$ cat config.mk
export PLATFORM = sky130hd
export DESIGN_NAME = control_sequencer
export DESIGN_NICKNAME = d
export VERILOG_FILES = /design/src/rtl/control_sequencer.sv
export SDC_FILE = /design/constraint.sdc
export NUM_CORES = 1
export LEC_CHECK = 0
export ABC_AREA = 1
export BUFFER_PORTS_ARGS = -buffer_cell sky130_fd_sc_hd__buf_2
export CORE_MARGIN = 2
export CORE_UTILIZATION = 44
export CTS_BUF_LIST = sky130_fd_sc_hd__clkbuf_2 sky130_fd_sc_hd__clkbuf_4 sky130_fd_sc_hd__clkbuf_8
export DETAILED_ROUTE_END_ITERATION = 8
export GPL_ROUTABILITY_DRIVEN = 0
export HOLD_SLACK_MARGIN = 0.1
export PLACE_DENSITY = 0.83
export SYNTH_ARGS = -nofsm -noshare
export SYNTH_HDL_FRONTEND = slang
export SYNTH_SLANG_ARGS = --single-unit
$ cat constraint.sdc
create_clock -name clock -period 2.4 [get_ports clock]
set_input_delay 0.48 -clock clock [delete_from_list [all_inputs] [get_ports clock]]
set_output_delay 0.48 -clock clock [all_outputs]
set_load 0.05 [all_outputs]
$ cat src/rtl/control_sequencer.sv
// Hardwired control sequencer for the datapath: fetch in T0-T2, decode ir at T3, then run
// per-opcode execute steps up to T7 before returning to T0. HALT parks until clear.
module control_sequencer #(
    parameter int unsigned IR_W    = 32,
    parameter int unsigned OPC_LSB = 27
) (
    input  logic            clock,
    input  logic            clear,
    input  logic [IR_W-1:0] ir,
    input  logic            con_ff,
    output logic            PCout,
    output logic            PCin,
    output logic            IncPC,
    output logic            MARin,
    output logic            MDRin,
    output logic            MDRout,
    output logic            Read,
    output logic            Write,
    output logic            IRin,
    output logic            Yin,
    output logic            ZLowIn,
    output logic            ZLowOut,
    output logic            Gra,
    output logic            Grb,
    output logic            Grc,
    output logic            Rin,
    output logic            Rout,
    output logic            BAout,
    output logic            RCout,
    output logic            CONin,
    output logic [3:0]      alu_op,
    output logic            run
);

    typedef enum logic [3:0] {
        StT0, StT1, StT2, StT3, StT4, StT5, StT6, StT7, StHalt
    } state_e;

    localparam logic [4:0] OpLd   = 5'b00000;
    localparam logic [4:0] OpLdi  = 5'b00001;
    localparam logic [4:0] OpSt   = 5'b00010;
    localparam logic [4:0] OpAdd  = 5'b00011;
    localparam logic [4:0] OpSub  = 5'b00100;
    localparam logic [4:0] OpAnd  = 5'b00101;
    localparam logic [4:0] OpOr   = 5'b00110;
    localparam logic [4:0] OpAddi = 5'b01100;
    localparam logic [4:0] OpAndi = 5'b01101;
    localparam logic [4:0] OpOri  = 5'b01110;
    localparam logic [4:0] OpBrx  = 5'b10010;
    localparam logic [4:0] OpHalt = 5'b11011;

    state_e     state_q, state_d;
    logic [4:0] opc_q, opc;
    logic       is_reg, is_imm, is_ldi, is_ld, is_st, is_brx, is_halt;
    logic [3:0] alu_sel;
    logic       unused_ir;

    // In T3 the opcode comes straight from ir; later steps use the copy latched at the T3 edge.
    assign opc       = (state_q == StT3) ? ir[OPC_LSB +: 5] : opc_q;
    assign unused_ir = ^ir;

    assign is_reg  = (opc == OpAdd) || (opc == OpSub) || (opc == OpAnd) || (opc == OpOr);
    assign is_imm  = (opc == OpAddi) || (opc == OpAndi) || (opc == OpOri);
    assign is_ldi  = (opc == OpLdi);
    assign is_ld   = (opc == OpLd);
    assign is_st   = (opc == OpSt);
    assign is_brx  = (opc == OpBrx);
    assign is_halt = (opc == OpHalt);

    always_comb begin
        alu_sel = 4'b0000;
        if ((opc == OpSub)) alu_sel = 4'b0001;
        if ((opc == OpAnd) || (opc == OpAndi)) alu_sel = 4'b0010;
        if ((opc == OpOr) || (opc == OpOri)) alu_sel = 4'b0011;
    end

    always_comb begin
        state_d = state_q;
        unique case (state_q)
            StT0:   state_d = StT1;
            StT1:   state_d = StT2;
            StT2:   state_d = StT3;
            StT3: begin
                if (is_halt) state_d = StHalt;
                else if (is_reg || is_imm || is_ldi || is_ld || is_st || is_brx) state_d = StT4;
                else state_d = StT0;
            end
            StT4:   state_d = StT5;
            StT5:   state_d = (is_ld || is_st || is_brx) ? StT6 : StT0;
            StT6:   state_d = (is_ld || is_st) ? StT7 : StT0;
            StT7:   state_d = StT0;
            StHalt: state_d = StHalt;
            default: state_d = StT0;
        endcase
    end

    always_ff @(posedge clock) begin
        if (clear) begin
            state_q <= StT0;
            opc_q   <= 5'b11010;
        end else begin
            state_q <= state_d;
            if (state_q == StT3) opc_q <= opc;
        end
    end

    always_comb begin
        {PCout, PCin, IncPC, MARin, MDRin, MDRout, Read, Write, IRin, Yin} = '0;
        {ZLowIn, ZLowOut, Gra, Grb, Grc, Rin, Rout, BAout, RCout, CONin} = '0;
        alu_op = 4'b0000;
        run    = clear || (state_q != StHalt);
        // Clear forces an idle cycle so an aborted store never leaves Write asserted.
        if (!clear) begin
            unique case (state_q)
                StT0: {PCout, MARin, IncPC} = 3'b111;
                StT1: {Read, MDRin} = 2'b11;
                StT2: {MDRout, IRin} = 2'b11;
                StT3: begin
                    if (is_reg || is_imm) {Grb, Rout, Yin} = 3'b111;
                    else if (is_ldi || is_ld || is_st) {Grb, BAout, Yin} = 3'b111;
                    else if (is_brx) {Gra, Rout, CONin} = 3'b111;
                end
                StT4: begin
                    if (is_reg) begin
                        {Grc, Rout, ZLowIn} = 3'b111;
                        alu_op = alu_sel;
                    end else if (is_imm) begin
                        {RCout, ZLowIn} = 2'b11;
                        alu_op = alu_sel;
                    end else if (is_ldi || is_ld || is_st) begin
                        {RCout, ZLowIn} = 2'b11;
                    end else if (is_brx) begin
                        {PCout, Yin} = 2'b11;
                    end
                end
                StT5: begin
                    if (is_reg || is_imm || is_ldi) {ZLowOut, Gra, Rin} = 3'b111;
                    else if (is_ld || is_st) {ZLowOut, MARin} = 2'b11;
                    else if (is_brx) {RCout, ZLowIn} = 2'b11;
                end
                StT6: begin
                    if (is_ld) {Read, MDRin} = 2'b11;
                    else if (is_st) {Gra, Rout, MDRin} = 3'b111;
                    else if (is_brx && con_ff) {ZLowOut, PCin} = 2'b11;
                end
                StT7: begin
                    if (is_ld) {MDRout, Gra, Rin} = 3'b111;
                    else if (is_st) Write = 1'b1;
                end
                StHalt: ;
                default: ;
            endcase
        end
    end

endmodule
==> tab_implementation.tex <==
\begin{tabular}{lr}
\hline
Metric & Value \\
\hline
\multicolumn{2}{l}{\textbf{Critical path}} \\
\quad Crit-path most repeated cell & nand2\_4 \\
\quad Setup CP Type & reg2out \\
\quad Worst r2r path cells & 13 \\
\quad CP Cell Sequence & nor2\_4 > buf\_12 > nand3\_1 > nand2\_4 > nand2\_4 > nor3\_4 > buf\_4 > nand4\_1 > o21ai\_1 > buf\_6 \\
\quad Max stage delay on crit path & 0.36 ns \\
\quad Worst setup path startpoint & state\_q[3] \\
\quad Arrival time worst endpoint & between 2 and 2.5 ns \\
\quad Largest fanout on the critical path & 7 \\
\quad Required time at the worst-slack endpoint & about 1.9 ns \\
\quad Critical Path Start Type & register \\
\quad Capturing element type of the critical path & primary output \\
\quad Origin of the critical flop-to-flop path & state\_q[3] \\
\quad Worst path slowest cell & dfxtp\_4 \\
\multicolumn{2}{l}{\textbf{Synth}} \\
\quad Flip-flop and latch count after synthesis & 9 \\
\quad Gate count after technology mapping & between 150 and 200 \\
\quad Register area share after synthesis & 0.191 \\
\quad Ranking of synthesized cells by instance count & inv\_1, nand2\_1, nor2\_1 \\
\quad Number of enable flip-flop cells after synthesis & 0 \\
\quad Library cell with the largest summed area after synthesis & dfxtp\_1 \\
\quad Yosys cell types & 26 \\
\quad Post-Synthesis Mean Instance Area & 6.17 µm² \\
\quad Flip-flop cell with the highest count after synthesis & dfxtp\_1 \\
\quad Ys Warns & 0 \\
\quad Syn Std Cell Area & around 940 µm² \\
\quad Biggest area contributors in the synthesized netlist & dfxtp\_1, inv\_1, nand2\_1, nor2\_1, nand2\_2 \\
\quad Fraction of registers with async set/reset & 0 \\
\quad Area share of the leading cell type in the synthesized netlist & 0.191 \\
\multicolumn{2}{l}{\textbf{Global route}} \\
\quad Vias in the first global route & about 1.1k \\
\quad Pin count of the biggest net entering global routing & 15 \\
\quad Global-route total usage across every layer & 0.255 \\
\quad Wire length of the first global-routing pass & 4970 µm \\
\quad Remaining global-route overflow & 0 \\
\quad Number of antenna violations at the first check in global routing & 0 \\
\multicolumn{2}{l}{\textbf{Clock network}} \\
\quad Root buf cell & clkbuf\_4 \\
\quad Clock-pin slew on the worst setup and hold paths & 0.06 ns \\
\quad Cts bufs inserted & 3 \\
\quad Largest buffer count on any clock path & 2 \\
\quad TritonCTS clock tree & built \\
\quad Number of H-tree branching levels & 1 \\
\quad Clock latency of the later-clocked register in the worst-skew pair & 0.26 ns \\
\quad Number of clock sinks seen by CTS & 9 \\
\multicolumn{2}{l}{\textbf{Run status}} \\
\quad Result of the run & complete, but fails checks \\
\quad Violated checks & setup timing \\
\multicolumn{2}{l}{\textbf{Detailed routing}} \\
\quad Sum of routed wire length over all layers & approximately 3900 µm \\
\quad Routed length per instance & 17.0 µm \\
\quad Number of design rule violations left after detail routing & 0 \\
\quad DR iter-0 viols & 79 \\
\quad Post-DRT Antenna Nets & 0 \\
\quad Number of search-and-repair iterations in the first detailed-routing pass & 5 \\
\quad DR vias/cell & roughly 5.6 \\
\quad Number of vias after detailed routing & about 1.3k \\
\multicolumn{2}{l}{\textbf{Finish}} \\
\quad Antenna Cells & 0 \\
\quad Area delta synth->final & 73.6\% \\
\quad Layout net count & roughly 240 \\
\quad Share of the core filled with cells in the final layout & 0.819 \\
\quad Share of layout cells above drive strength 1 & 0.556 \\
\multicolumn{2}{l}{\textbf{Placed design}} \\
\quad Post-DP HPWL & 2010 µm \\
\quad Port Buffers & 30 \\
\multicolumn{2}{l}{\textbf{Floorplanning}} \\
\quad Standard-cell rows & 16 \\
\quad Ports & 60 \\
\quad Initial core utilization & 0.472 \\
\quad Overall die width & 50.3 µm \\
\quad Core ar. & 0.00200 mm² \\
\quad Die extent in y & 50.3 µm \\
\quad DIE AREA & 0.00253 mm² \\
\multicolumn{2}{l}{\textbf{STA}} \\
\quad Slew Viols, Final & 0 \\
\quad Post-layout min period & approximately 2.6 ns \\
\quad Ratio of final minimum period to clock period & 1.09 \\
\quad Final setup skew & 0.00379 ns \\
\quad Setup violators final & 14 \\
\quad Final hold violation count & 0 \\
\quad Hold slack final & 0.606 ns \\
\quad Setup repair after global routing missed its margin & true \\
\quad Least setup slack across all paths after layout & -0.211 ns \\
\quad Setup tns final & -1.49 ns \\
\quad Highest clock rate & between 300 and 400 MHz \\
\multicolumn{2}{l}{\textbf{Min path}} \\
\quad Hold Path Class & in2reg \\
\quad Cell depth of the worst min-delay path & 5 \\
\quad Hold path start & ir[30] \\
\multicolumn{2}{l}{\textbf{Power}} \\
\quad Cell leakage power & 0.825 nW \\
\quad Power density normalized to cell area & 309 mW/mm² \\
\quad Highest ir drop seen on vdd & 0.000496 V \\
\multicolumn{2}{l}{\textbf{Job}} \\
\quad Max-Cap Viols & 0 \\
\hline
\end{tabular}
[state kept, by name, summed over array words and instances, names as in the netlist]
| register | count |
|---|---|
| state_q | 4 |
| opc_q | 5 |
[cell families after synthesis]
logic type | synth area share
compound gates | 0.106
simple gates | 0.542
other cells | 0.00397
flops | 0.191
buf+inv | 0.158
[placed cells by master, fill, tap and decap left out, types with 2 or more instances in the layout]
cell type	n
nand2_4	13
buf_2	11
clkinv_4	2
nand4_1	5
dfxtp_1	5
buf_8	2
nand3_1	8
clkbuf_4	7
nor2_2	4
nor3_1	3
o21ai_0	3
a21oi_2	5
buf_6	15
nor2_1	18
nand2_2	5
inv_1	23
conb_1	2
nand2_8	3
inv_2	6
nor2_4	4
buf_4	19
dfxtp_2	3
nand3_2	5
nand3_4	2
nand2_1	21
[layer usage]
layer,track usage,vias up,share of wire
met1,0.288,585,0.36
li1,-,584,-
met5,0,-,0
met4,0.0405,0,0.051
met2,0.491,101,0.50
met3,0.0565,26,0.098
[cell type report]
cell class	instances	area (µm²)
clock buffers	4	30.0
fillers	126	362
inverters	31	126
multi-input cells	110	823
flip-flops and latches	9	188
well taps	27	33.8
repair buffers	51	439
[timing repair]
item	4_1_cts	5_1_grt
gates resized for setup	38	47
setup endpoints to repair	18	20
buffers inserted	10	7
hold buffers	0	0
pin swaps	14	21
[stage by stage]
step,worst slack [ns],total power [mW],instances,area [µm²]
5_1_grt,-0.357,0.531,232,1640
6_report,-0.211,0.507,232,1640
4_1_cts,-0.0562,0.472,225,1440
3_3_place_gp,0.0758,0.308,211,1180
2_1_floorplan,-0.163,0.283,154,986
3_5_place_dp,0.0332,0.312,211,1180
[path summary, 6_finish.rpt]
| check | endpoint | slack [ns] |
|---|---|---|
| worst min register to register | state_q[3] | 0.62 |
| worst min-delay path | opc_q[3] | 0.61 |
| worst max-delay path | ZLowIn | -0.21 |
| worst max register to register | state_q[2] | 0.59 |
[power breakdown]
part	total [mW]	internal (mW)	switching (mW)
registers	0.160	0.156	0.00428
logic	0.218	0.0716	0.147
clock network	0.129	0.0754	0.0537
[worst max-delay path, delay by kind of cell, from the launching register on]
family,cells,cell delay [ns]
AOI/OAI and AO/OA,1,0.19
buffers and inverters,3,0.48
and+or+nand+nor,6,0.83
DFF,1,0.36
Power figures use the tool's default switching activity.
